===== config.mk =====
export PLATFORM = sky130hd
export DESIGN_NAME = vx_dcache_flush_ctrl
export DESIGN_NICKNAME = d
export VERILOG_FILES = /design/src/rtl/vx_flush_pkg.sv /design/src/rtl/vx_flush_idx_counter.sv /design/src/rtl/vx_dcache_flush_ctrl.sv
export SDC_FILE = /design/constraint.sdc
export NUM_CORES = 1
export LEC_CHECK = 0
export BUFFER_PORTS_ARGS = -buffer_cell sky130_fd_sc_hd__buf_4
export CORE_MARGIN = 5
export CORE_UTILIZATION = 57
export DETAILED_ROUTE_END_ITERATION = 8
export PLACE_DENSITY = 0.83
export SETUP_SLACK_MARGIN = 0.2
export SLEW_MARGIN = 20
export SYNTH_ARGS = -nofsm -noshare
export SYNTH_HDL_FRONTEND = slang
export SYNTH_SLANG_ARGS = --single-unit

===== constraint.sdc =====
create_clock -name clk -period 3.2 [get_ports clk]
set_clock_uncertainty 0.2 [all_clocks]
set_input_delay 0.16 -clock clk [delete_from_list [all_inputs] [get_ports clk]]
set_output_delay 0.16 -clock clk [all_outputs]
set_load 0.01 [all_outputs]

===== src/rtl/vx_flush_pkg.sv =====
// Shared state encoding and line-index type for the dcache flush controller.
package vx_flush_pkg;

    localparam int IDX_FIELD_W = 16;

    typedef enum logic [2:0] {
        IDLE,
        DRAIN,
        SWEEP,
        WAIT,
        DONE
    } flush_state_t;

    // Fields are sized for the largest supported geometry; users slice the low bits.
    typedef struct packed {
        logic [IDX_FIELD_W-1:0] bank;
        logic [IDX_FIELD_W-1:0] set;
        logic [IDX_FIELD_W-1:0] way;
    } flush_line_idx_t;

endpackage


===== src/rtl/vx_flush_idx_counter.sv =====
// Nested (bank,set,way) wrap counter, way fastest; last flags the final line of the walk.
module vx_flush_idx_counter
    import vx_flush_pkg::*;
#(
    parameter int NUM_BANKS = 4,
    parameter int NUM_SETS  = 64,
    parameter int NUM_WAYS  = 4
) (
    input  logic            clk,
    input  logic            reset,
    input  logic            clr,
    input  logic            inc,
    output flush_line_idx_t idx,
    output logic            last
);

    localparam logic [IDX_FIELD_W-1:0] BANK_MAX = IDX_FIELD_W'(NUM_BANKS - 1);
    localparam logic [IDX_FIELD_W-1:0] SET_MAX  = IDX_FIELD_W'(NUM_SETS - 1);
    localparam logic [IDX_FIELD_W-1:0] WAY_MAX  = IDX_FIELD_W'(NUM_WAYS - 1);
    localparam logic [IDX_FIELD_W-1:0] ONE      = IDX_FIELD_W'(1);

    logic way_last;
    logic set_last;
    logic bank_last;

    assign way_last  = (idx.way == WAY_MAX);
    assign set_last  = (idx.set == SET_MAX);
    assign bank_last = (idx.bank == BANK_MAX);
    assign last      = way_last && set_last && bank_last;

    always_ff @(posedge clk) begin
        if (!reset || clr) begin
            idx <= '0;
        end else if (inc) begin
            if (way_last) begin
                idx.way <= '0;
                if (set_last) begin
                    idx.set  <= '0;
                    idx.bank <= bank_last ? '0 : idx.bank + ONE;
                end else begin
                    idx.set <= idx.set + ONE;
                end
            end else begin
                idx.way <= idx.way + ONE;
            end
        end
    end

endmodule


===== src/rtl/vx_dcache_flush_ctrl.sv =====
// Whole-dcache flush sequencer: stall cores, drain, walk every line, await writebacks.
// Optional perf counters are built when DCACHE_FLUSH_PERF_EN is defined.
//
//   state | meaning
//   IDLE  | waiting for a flush request
//   DRAIN | cores stalled, waiting for in-flight core traffic to finish
//   SWEEP | issuing one flush request per (bank,set,way)
//   WAIT  | all lines issued, waiting for outstanding responses
//   DONE  | completion presented until accepted
module vx_dcache_flush_ctrl
    import vx_flush_pkg::*;
#(
    parameter int NUM_BANKS   = 4,
    parameter int NUM_SETS    = 64,
    parameter int NUM_WAYS    = 4,
    parameter int MAX_PENDING = 8,
    parameter int TAG_WIDTH   = 8,
    localparam int BANK_W     = (NUM_BANKS > 1) ? $clog2(NUM_BANKS) : 1,
    localparam int SET_W      = $clog2(NUM_SETS),
    localparam int WAY_W      = (NUM_WAYS > 1) ? $clog2(NUM_WAYS) : 1
) (
    input  logic                 clk,
    input  logic                 reset,
    input  logic                 start_valid,
    output logic                 start_ready,
    input  logic                 core_idle,
    output logic                 core_stall,
    output logic                 flush_req_valid,
    input  logic                 flush_req_ready,
    output logic [BANK_W-1:0]    flush_req_bank,
    output logic [SET_W-1:0]     flush_req_set,
    output logic [WAY_W-1:0]     flush_req_way,
    output logic [TAG_WIDTH-1:0] flush_req_tag,
    input  logic                 flush_rsp_valid,
    input  logic                 flush_rsp_dirty,
    input  logic [TAG_WIDTH-1:0] flush_rsp_tag,
    output logic                 done_valid,
    input  logic                 done_ready,
    output logic                 busy
`ifdef DCACHE_FLUSH_PERF_EN
    ,
    output logic [31:0]          perf_dirty_lines,
    output logic [31:0]          perf_flush_cycles
`endif
);

    localparam int PEND_W = $clog2(MAX_PENDING + 1);
    localparam logic [PEND_W-1:0] PEND_MAX = PEND_W'(MAX_PENDING);

    flush_state_t           state;
    flush_state_t           state_next;
    logic [PEND_W-1:0]      pending;
    logic [TAG_WIDTH-1:0]   tag_q;
    flush_line_idx_t        idx;
    logic                   idx_last;
    logic                   start_fire;
    logic                   req_fire;
    logic                   rsp_active;
    logic                   rsp_ok;

    assign start_fire = start_valid && start_ready;
    assign req_fire   = flush_req_valid && flush_req_ready;
    assign rsp_active = (state == SWEEP) || (state == WAIT) || (state == DONE);
    // A response with nothing outstanding is a protocol error; it must not wrap pending.
    assign rsp_ok     = flush_rsp_valid && rsp_active && (pending != '0);

    vx_flush_idx_counter #(
        .NUM_BANKS (NUM_BANKS),
        .NUM_SETS  (NUM_SETS),
        .NUM_WAYS  (NUM_WAYS)
    ) u_idx (
        .clk   (clk),
        .reset (reset),
        .clr   (start_fire),
        .inc   (req_fire),
        .idx   (idx),
        .last  (idx_last)
    );

    assign flush_req_bank = idx.bank[BANK_W-1:0];
    assign flush_req_set  = idx.set[SET_W-1:0];
    assign flush_req_way  = idx.way[WAY_W-1:0];
    assign flush_req_tag  = tag_q;

    always_comb begin
        state_next      = state;
        start_ready     = 1'b0;
        core_stall      = 1'b1;
        flush_req_valid = 1'b0;
        done_valid      = 1'b0;
        busy            = 1'b1;
        case (state)
            IDLE: begin
                start_ready = 1'b1;
                core_stall  = 1'b0;
                busy        = 1'b0;
                if (start_valid) state_next = DRAIN;
            end
            DRAIN: begin
                if (core_idle) state_next = SWEEP;
            end
            SWEEP: begin
                flush_req_valid = (pending < PEND_MAX);
                if (req_fire && idx_last) state_next = WAIT;
            end
            WAIT: begin
                if (pending == '0) state_next = DONE;
            end
            DONE: begin
                done_valid = 1'b1;
                if (done_ready) state_next = IDLE;
            end
            default: state_next = IDLE;
        endcase
    end

    always_ff @(posedge clk) begin
        if (!reset) begin
            state   <= IDLE;
            pending <= '0;
            tag_q   <= '0;
        end else begin
            state <= state_next;
            if (start_fire) begin
                tag_q <= '0;
            end else if (req_fire) begin
                tag_q <= tag_q + TAG_WIDTH'(1);
            end
            case ({req_fire, rsp_ok})
                2'b10:   pending <= pending + PEND_W'(1);
                2'b01:   pending <= pending - PEND_W'(1);
                default: pending <= pending;
            endcase
        end
    end

`ifdef DCACHE_FLUSH_PERF_EN
    always_ff @(posedge clk) begin
        if (!reset || start_fire) begin
            perf_dirty_lines  <= '0;
            perf_flush_cycles <= '0;
        end else begin
            if (busy && (perf_flush_cycles != '1)) begin
                perf_flush_cycles <= perf_flush_cycles + 32'd1;
            end
            if (rsp_ok && flush_rsp_dirty && (perf_dirty_lines != '1)) begin
                perf_dirty_lines <= perf_dirty_lines + 32'd1;
            end
        end
    end
`endif

    idx_in_range_a: assert property (@(posedge clk) disable iff (!reset)
        ((idx.bank >> BANK_W) == '0) && ((idx.set >> SET_W) == '0) && ((idx.way >> WAY_W) == '0));

    rsp_underflow_a: assert property (@(posedge clk) disable iff (!reset)
        !(flush_rsp_valid && rsp_active && (pending == '0)));

    rsp_known_a: assert property (@(posedge clk) disable iff (!reset)
        flush_rsp_valid |-> !$isunknown({flush_rsp_dirty, flush_rsp_tag}));

endmodule


Word-level counts from Yosys, hierarchy flattened
Index checks and enable logic that the tools add are counted.
{"block": "word_totals", "register_bits": 63, "output_inout_bits": 23}
{"block": "op_classes", "addsub": 6, "magnitude_cmp": 1, "eq_ne": 14, "mux": 14, "n_bitwise": 1, "n_reduce_logical": 19}
{"cell": "$add A16 B1 Y16 const B", "count": 3}
{"cell": "$mux W16", "count": 3}
{"cell": "$eq A16 B2 Y1 const B", "count": 2}
{"cell": "$eq A16 B6 Y1 const B", "count": 1}
{"cell": "$mux W3", "count": 5}
{"cell": "$pmux W3 S5", "count": 1}
{"cell": "$add A8 B1 Y8 const B", "count": 1}
{"cell": "$pmux W4 S2", "count": 1}
{"cell": "$logic_and A1 B1 Y1", "count": 7}
{"cell": "$eq A3 B2 Y1 const B", "count": 2}
{"cell": "$ne A2 B2 Y1 const B", "count": 3}
{"cell": "$reduce_and A5 Y1", "count": 1}
{"cell": "$add A4 B1 Y4 const B", "count": 1}
{"cell": "$logic_not A4 Y1", "count": 1}
{"cell": "$lt A4 B4 Y1 const B", "count": 1}
{"cell": "$mux W1", "count": 4}
{"cell": "$ne A2 B1 Y1 const B", "count": 2}
{"cell": "$reduce_bool A4 Y1", "count": 1}
{"cell": "$sub A4 B1 Y4 const B", "count": 1}
{"cell": "$eq A3 B1 Y1 const B", "count": 1}
{"cell": "$eq A3 B3 Y1 const B", "count": 1}
{"cell": "$logic_not A3 Y1", "count": 1}
{"cell": "$logic_or A1 B1 Y1", "count": 3}
{"cell": "$reduce_and A3 Y1", "count": 1}
{"cell": "other kinds (7)", "count": 7}

Depth between registers and ports, before layout
Gate-level depths: netlist of run 1.
{"block": "depth", "ltp_word": 7, "depth_mapped": 12, "ltp_nobuf": 10}

By module
Synthesis of run 1 repeated with hierarchy kept, for this count alone.
{"block": "hier_totals", "cells_unflattened": 394, "area_unflattened_um2": 3301.9}
{"mod": "vx_flush_idx_counter", "n_inst": 1, "cells_per_inst": 291, "area_each_um2": 2434.8, "seq_area_each_um2": 960.9}
{"mod": "vx_dcache_flush_ctrl", "n_inst": 1, "cells_per_inst": 103, "area_each_um2": 867.1, "seq_area_each_um2": 300.3}

Worst setup path before layout of run 1
No wires, ideal clock.
{"block": "synth_timing", "path_type": "register -> register", "from": "register state[2]", "to": "register pending[2]", "setup_ps": 76, "arrival_time_ps": 2761, "slack_ps": 163, "path_stages_with_launch": 13, "cell_sequence": "dfxtp_1 > clkbuf_8 > nor4b_4 > and2_2 > clkbuf_1 > inv_1 > ha_1 > xor2_1 > ha_1 > a21oi_1 > xor2_1 > or3_1 > a21boi_0"}
{"block": "synth_via", "elab_cells_between_ends": 13, "classes_between": "eq/ne: 5; mux: 2; reduce/logical: 6"}
{"element": "start, declared", "line_no": "vx_dcache_flush_ctrl.sv:50", "text": "flush_state_t state;"}
{"element": "start signal, assigned", "line_no": "vx_dcache_flush_ctrl.sv:123", "text": "state <= state_next;"}
{"element": "$eq A3 B2 Y1 (*)", "line_no": "vx_dcache_flush_ctrl.sv:92", "text": "case (state)"}
{"element": "$mux W1 (*)", "line_no": "vx_dcache_flush_ctrl.sv:92"}
{"element": "named net flush_req_valid", "line_no": "vx_dcache_flush_ctrl.sv:28", "text": "output logic flush_req_valid,"}
{"element": "$logic_and A1 B1 Y1 (*)", "line_no": "vx_dcache_flush_ctrl.sv:62", "text": "assign req_fire = flush_req_valid && flush_req_ready;"}
{"element": "$eq A2 B1 Y1 or $eq A2 B2 Y1 (tied branches)", "line_no": "vx_dcache_flush_ctrl.sv:129", "text": "case ({req_fire, rsp_ok})"}
{"element": "$pmux W4 S2 or $reduce_bool A2 Y1 (tied branches)"}
{"element": "end signal, assigned", "line_no": "vx_dcache_flush_ctrl.sv:130", "text": "2'b10: pending <= pending + PEND_W'(1);"}
{"element": "end signal, assigned", "line_no": "vx_dcache_flush_ctrl.sv:131", "text": "2'b01: pending <= pending - PEND_W'(1);"}
{"element": "end signal, assigned", "line_no": "vx_dcache_flush_ctrl.sv:132", "text": "default: pending <= pending;"}
{"element": "end, declared", "line_no": "vx_dcache_flush_ctrl.sv:52", "text": "logic [PEND_W-1:0] pending;"}
The timed path passes the listed nets; every way through them passes the cells marked *.
A chain may end at the register's enable or synchronous reset.

Worst setup path in the final report of run 1
{"block": "layout_timing", "from": "register u_idx.idx[2] (netlist name)", "to": "register u_idx.idx[37] (netlist name)"}
{"block": "layout_via", "elab_chain_len": 2}
{"element": "$eq A16 B2 Y1", "line_no": "vx_flush_idx_counter.sv:26", "text": "assign way_last = (idx.way == WAY_MAX);"}
{"element": "$reduce_and A3 Y1 (no source line)"}
No other way between the ends.

==> impl_metrics.env, run 1 <==
export IMPL_stdcell_count=485
export IMPL_end_kind="register"
export IMPL_worstHoldStart="core_idle"
export IMPL_r2r_start="u_idx.idx[2]"
export IMPL_path_class="reg2reg"
export IMPL_start_kind="register"
export IMPL_cts_tree="yes"
export IMPL_tightest_slew_ns=0.592
export IMPL_layout_commonest_cell="dfxtp_1"
export IMPL_grt_pass1_wl_mm=12.1
export IMPL_die_h_microns=85.4
export IMPL_max_freq_ghz=0.364
export IMPL_antenna_found_initial=0
export IMPL_gp_congestion=0.815
export IMPL_clkSinkCount=63
export IMPL_rows=27
export IMPL_area_growth_pct=12.8
export IMPL_drc_errors=0
export IMPL_ant_nets=0
export IMPL_yosys_warnings=0
export IMPL_wl_per_cell_microns=14.7
export IMPL_synth_edf_count=0
export IMPL_cap_violations=0
export IMPL_dieWidth_microns=85.4
export IMPL_htree_levels=3
export IMPL_placedCellCount=466
export IMPL_worst_slack_ns=0.454
export IMPL_port_buffers=29
export IMPL_drive_gt1_share_pct=14.5
export IMPL_ys_types=48
export IMPL_synth_area_sq_um=3240
export IMPL_setup_viol_count_final=0
export IMPL_synth_async_sr_flop_share_pct=0
export IMPL_yosys_top_cells_area="dfxtp_1 39%, xnor2_1 6.2%, nor2_1 6.0%"
export IMPL_cts_path_max_buffers=2
export IMPL_die_area_sq_um=7290
export IMPL_p_per_area_nw_per_um2=443
export IMPL_num_vias=2811
export IMPL_rsz0062_at_grt="false"
export IMPL_boundaryPins=39
export IMPL_critical_path_required_ns=3.28
export IMPL_syn_inst=385
export IMPL_synth_nets=408
export IMPL_grt_usage_pct=20.5
export IMPL_hold_viol=0
export IMPL_hp_class="in2reg"
export IMPL_p_leak_nw=1.29
export IMPL_slew_headroom_pct=60.5
export IMPL_drt_iter0_drc=164
export IMPL_cts_root_buf="clkbuf_8"
export IMPL_dp_hpwl_mm=4.87
export IMPL_synth_seq_cells=63
export IMPL_yosysTopAreaCell="dfxtp_1"
export IMPL_cts_setup_buffers=0
export IMPL_slew_viol_final=0
export IMPL_status="completed"
export IMPL_path_max_fanout=11
export IMPL_arrival_ns=2.82
export IMPL_clk_pin_slew_ns=0.07
export IMPL_grt_max_degree=17
export IMPL_drt_wl_total_mm=7.11
export IMPL_drt_vias_per_instance=5.80
export IMPL_synth_area_per_cell_sq_um=8.41
export IMPL_design_core_area_sq_um=5510
export IMPL_firstDrtPassIters=4
export IMPL_ys_seq_area_share_pct=38.9
export IMPL_final_nets=431
export IMPL_post_place_ws_ns=0.490
export IMPL_grt_pass1_vias=2708
export IMPL_clk_latency_ns=0.35
export IMPL_min_period_over_period_pct=85.8
export IMPL_startpoint="u_idx.idx[2]"
export IMPL_grt_remaining_overflow=0
export IMPL_mostFrequentLayoutCells="63 x dfxtp_1, 52 x nor2_1, 31 x buf_4"
export IMPL_cts_buffers=9
export IMPL_period_minus_slack_ns=2.75
export IMPL_peakVddDrop_mv=0.291
export IMPL_setup_tns_ns=0
export IMPL_synth_top_area_share_pct=38.9
export IMPL_floorplan_initialDensity_pct=58.8
export IMPL_synthFlopType="dfxtp_1"
export IMPL_diodes=0
[final cells by class]
class,instances,area [sq um]
fillers,466,1850
clock inverters,3,40.0
clock buffers,13,169
inverters,11,41.3
multi-input cells,289,1790
flip-flops and latches,63,1260
well taps,72,90.1
repair buffers,34,263
[worst max-delay path, stage by stage, from the launching register on]
cell	delay, ns
dfxtp_1	0.38
nor4_1	0.37
nand4_1	0.34
or4_1	0.76
or3_2	0.47
a21oi_1	0.15
[cells in the mapped netlist (2+ instances only)]
cell type   n
nor3_1      9
clkbuf_1    7
nor2_1     52
xnor2_1    23
and2_2      3
or4_1       3
inv_1      11
and2_1      3
ha_1        7
and3_1      7
nand4_1    19
clkbuf_8    2
or3_1      10
o21ai_0    13
or3_4       2
a21oi_1    20
buf_4      11
nor4_1     18
or2_2       2
nand3_1    19
mux2i_1     3
nand2_1    27
nand2b_1    2
nor2b_1     3
dfxtp_1    63
and4_1      6
xor2_1     19
[logic make-up (layout without fill, tap and decap cells)]
family | count (synthesis) | after routing | synth area share [%]
and+or+nand+nor | 194 | 194 | 32.7
DFF | 63 | 63 | 38.9
AOI/OAI and AO/OA | 43 | 43 | 7.57
xor gates and xnor gates | 42 | 42 | 11.4
buffers and inverters | 33 | 61 | 5.79
adders and majority gates | 7 | 7 | 2.70
muxes | 3 | 3 | 0.927
[layer usage]
metal  global-route usage (%)  vias up  part of all wire [%]
met4                     8.06        0                   2.0
met3                     6.99       16                   5.4
met1                     24.3     1323                    44
met5                        0        -                     0
met2                     34.1       67                    49
li1                         -     1405                     -
[where the power goes]
part	internal, mW	total (mW)	switching, mW
Combinational	0.0363	0.0899	0.0536
Sequential	0.789	0.797	0.00827
Clock	0.421	0.731	0.309
[path summary, 6_finish.rpt]
kind / slack, ns / cells after the start / endpoint
setup / recovery: 0.45 / 5 / u_idx.idx[37]
hold / removal: 0.02 / 3 / state[1]
setup reg to reg: 0.45 / 5 / u_idx.idx[37]
hold reg to reg: 0.29 / 2 / u_idx.idx[47]
[registers in the layout, summed over array words and instances, names as in the netlist]
| signal | count |
|---|---|
| flush_req_tag | 8 |
| pending | 4 |
| state | 3 |
| u_idx.idx | 48 |
[through the flow]
step / cell area, sq um / hold WS, ns / power (mW) / utilization (%)
after global placement: 3420 / 0.239 / 0.899 / 62.0
after detailed placement: 3420 / 0.242 / 0.901 / 62.0
after floorplan: 3240 / 0.0777 / 0.870 / -
after CTS: 3650 / 0.00292 / 1.63 / 66.4
after global routing: 3650 / 0.0464 / 1.68 / 66.4
final: 3650 / 0.0151 / 1.62 / 66.4
[repair_timing]
| action | CTS | global route |
|---|---|---|
| gates resized for setup | 0 | 0 |
| endpoints found under the hold margin | 7 | 0 |
| hold buffers | 3 | 0 |
Note: power is estimated with default switching activity, not from simulation.
==> run 2: changes to the inputs <==
MAX_ROUTING_LAYER = met4   (was not set)
==> impl_metrics.env, run 2 (synthesis results as in run 1) <==
export IMPL_status="completed"
export IMPL_slew_viol_final=0
export IMPL_rows=27
export IMPL_clkPwrFrac_pct=45.1
export IMPL_post_place_ws_ns=0.490
export IMPL_hold_viol=0
export IMPL_path_class="reg2reg"
export IMPL_start_kind="register"
export IMPL_path_max_fanout=11
export IMPL_finalInstanceArea_sq_um=3650
export IMPL_grt_usage_pct=21.1
export IMPL_worstHoldStart="core_idle"
export IMPL_p_comb_share_pct=5.6
export IMPL_cts_path_max_buffers=2
export IMPL_hp_class="in2reg"
export IMPL_ant_nets=0
export IMPL_r2r_end="u_idx.idx[37]"
export IMPL_cts_root_buf="clkbuf_8"
export IMPL_port_buffers=29
export IMPL_peakVddDrop_mv=0.288
export IMPL_setup_tns_ns=0
export IMPL_power_total_mw=1.62
export IMPL_cap_violations=0
export IMPL_final_nets=431
export IMPL_pwr_share_seq_pct=49.3
export IMPL_drt_vias_per_instance=5.81
export IMPL_cts_buffers=9
export IMPL_p_switching_mw=0.370
export IMPL_num_vias=2818
export IMPL_placedCellCount=466
export IMPL_clkSinkCount=63
export IMPL_design_core_area_sq_um=5510
export IMPL_firstDrtPassIters=5
export IMPL_drive_gt1_share_pct=14.5
export IMPL_hold_end="state[1]"
export IMPL_p_per_area_nw_per_um2=442
export IMPL_clk_pin_slew_ns=0.07
export IMPL_grt_pass1_vias=2708
export IMPL_gp_congestion=0.827
export IMPL_boundaryPins=39
export IMPL_p_leak_nw=1.29
export IMPL_switching_share_pct=22.9
export IMPL_reg2reg_slack_ns=0.44
export IMPL_tightest_slew_ns=0.622
export IMPL_dieWidth_microns=85.4
export IMPL_grt_remaining_overflow=0
export IMPL_finish_utilization_pct=66.4
export IMPL_area_growth_pct=12.8
export IMPL_p_int_mw=1.25
export IMPL_max_freq_ghz=0.362
export IMPL_drt_iter0_drc=158
export IMPL_cts_tree="yes"
export IMPL_die_area_sq_um=7290
export IMPL_slew_headroom_pct=58.5
export IMPL_dp_hpwl_mm=4.87
export IMPL_rsz0062_at_grt="false"
export IMPL_layout_commonest_cell="dfxtp_1"
export IMPL_min_path_cells=3
export IMPL_setup_viol_count_final=0
export IMPL_r2r_start="u_idx.idx[2]"
export IMPL_period_minus_slack_ns=2.76
export IMPL_critical_path_required_ns=3.28
export IMPL_worst_slack_ns=0.437
export IMPL_min_period_over_period_pct=86.4
export IMPL_floorplan_initialDensity_pct=58.8
export IMPL_grt_max_degree=17
export IMPL_wl_per_cell_microns=14.7
export IMPL_diodes=0
export IMPL_drc_errors=0
export IMPL_die_h_microns=85.4
export IMPL_arrival_ns=2.84
export IMPL_end_kind="register"
export IMPL_placed_area_sq_um=3420
export IMPL_regMostFlops="u_idx.idx"
export IMPL_fin_hold_ws_ns=0.0175
export IMPL_cts_setup_buffers=0
export IMPL_r2r_cells=5
export IMPL_clk_latency_ns=0.35
export IMPL_mostFrequentLayoutCells="63 x dfxtp_1, 52 x nor2_1, 31 x buf_4"
export IMPL_stdcell_count=485
export IMPL_largest_reg_flops=48
export IMPL_antenna_found_initial=0
export IMPL_drt_wl_total_mm=7.13
export IMPL_htree_levels=3
export IMPL_grt_pass1_wl_mm=12.1
==> run 2: cell counts in the layout (fill, tap and decap cells not counted) <==
Identical to the previous run, type by type.
==> run 2: how the worst max path moves through the flow <==
stage	start	end	cells after the start
finish	u_idx.idx[2]	u_idx.idx[37]	5
floorplan	state[2]	pending[2]	12
detailed placement	state[2]	pending[2]	10
global placement	state[2]	pending[2]	10
global route	state[2]	pending[2]	10
CTS	state[2]	pending[2]	10
==> run 2: per-layer routing <==
metal,GRT usage [%],wire length [microns]
met1,24.3,3080
met2,34.1,3490
met3,6.89,406
met4,8.06,158
met5,-,0
==> run 2: area by class of cell <==
cell class,instances,area [sq um]
clock buffer,13,169
clock inverter,3,40.0
fill,466,1850
inverter,11,41.3
multi-input combinational,289,1790
sequential,63,1260
tap,72,90.1
timing repair buffer,34,263
==> run 2: timing repair <==
item | in CTS | in global routing
hold buffers | 3 | 0
endpoints found under the hold margin | 7 | 0
gates resized for setup | 0 | 0
==> run 2: critical path, cell delays in order, from the launching register on <==
cell and delay [ns]:
dfxtp_1 0.38, nor4_1 0.38, nand4_1 0.34, or4_1 0.77, or3_2 0.47, a21oi_1 0.15
==> run 2: power groups by stage <==
stage                     logic [mW]  registers, mW  clock network (mW)
after floorplan               0.0575          0.812                   0
after global placement        0.0851          0.814                   0
after detailed placement      0.0866          0.815                   0
after CTS                     0.0900          0.797               0.745
after global routing          0.0997          0.797               0.781
final                         0.0904          0.797               0.729
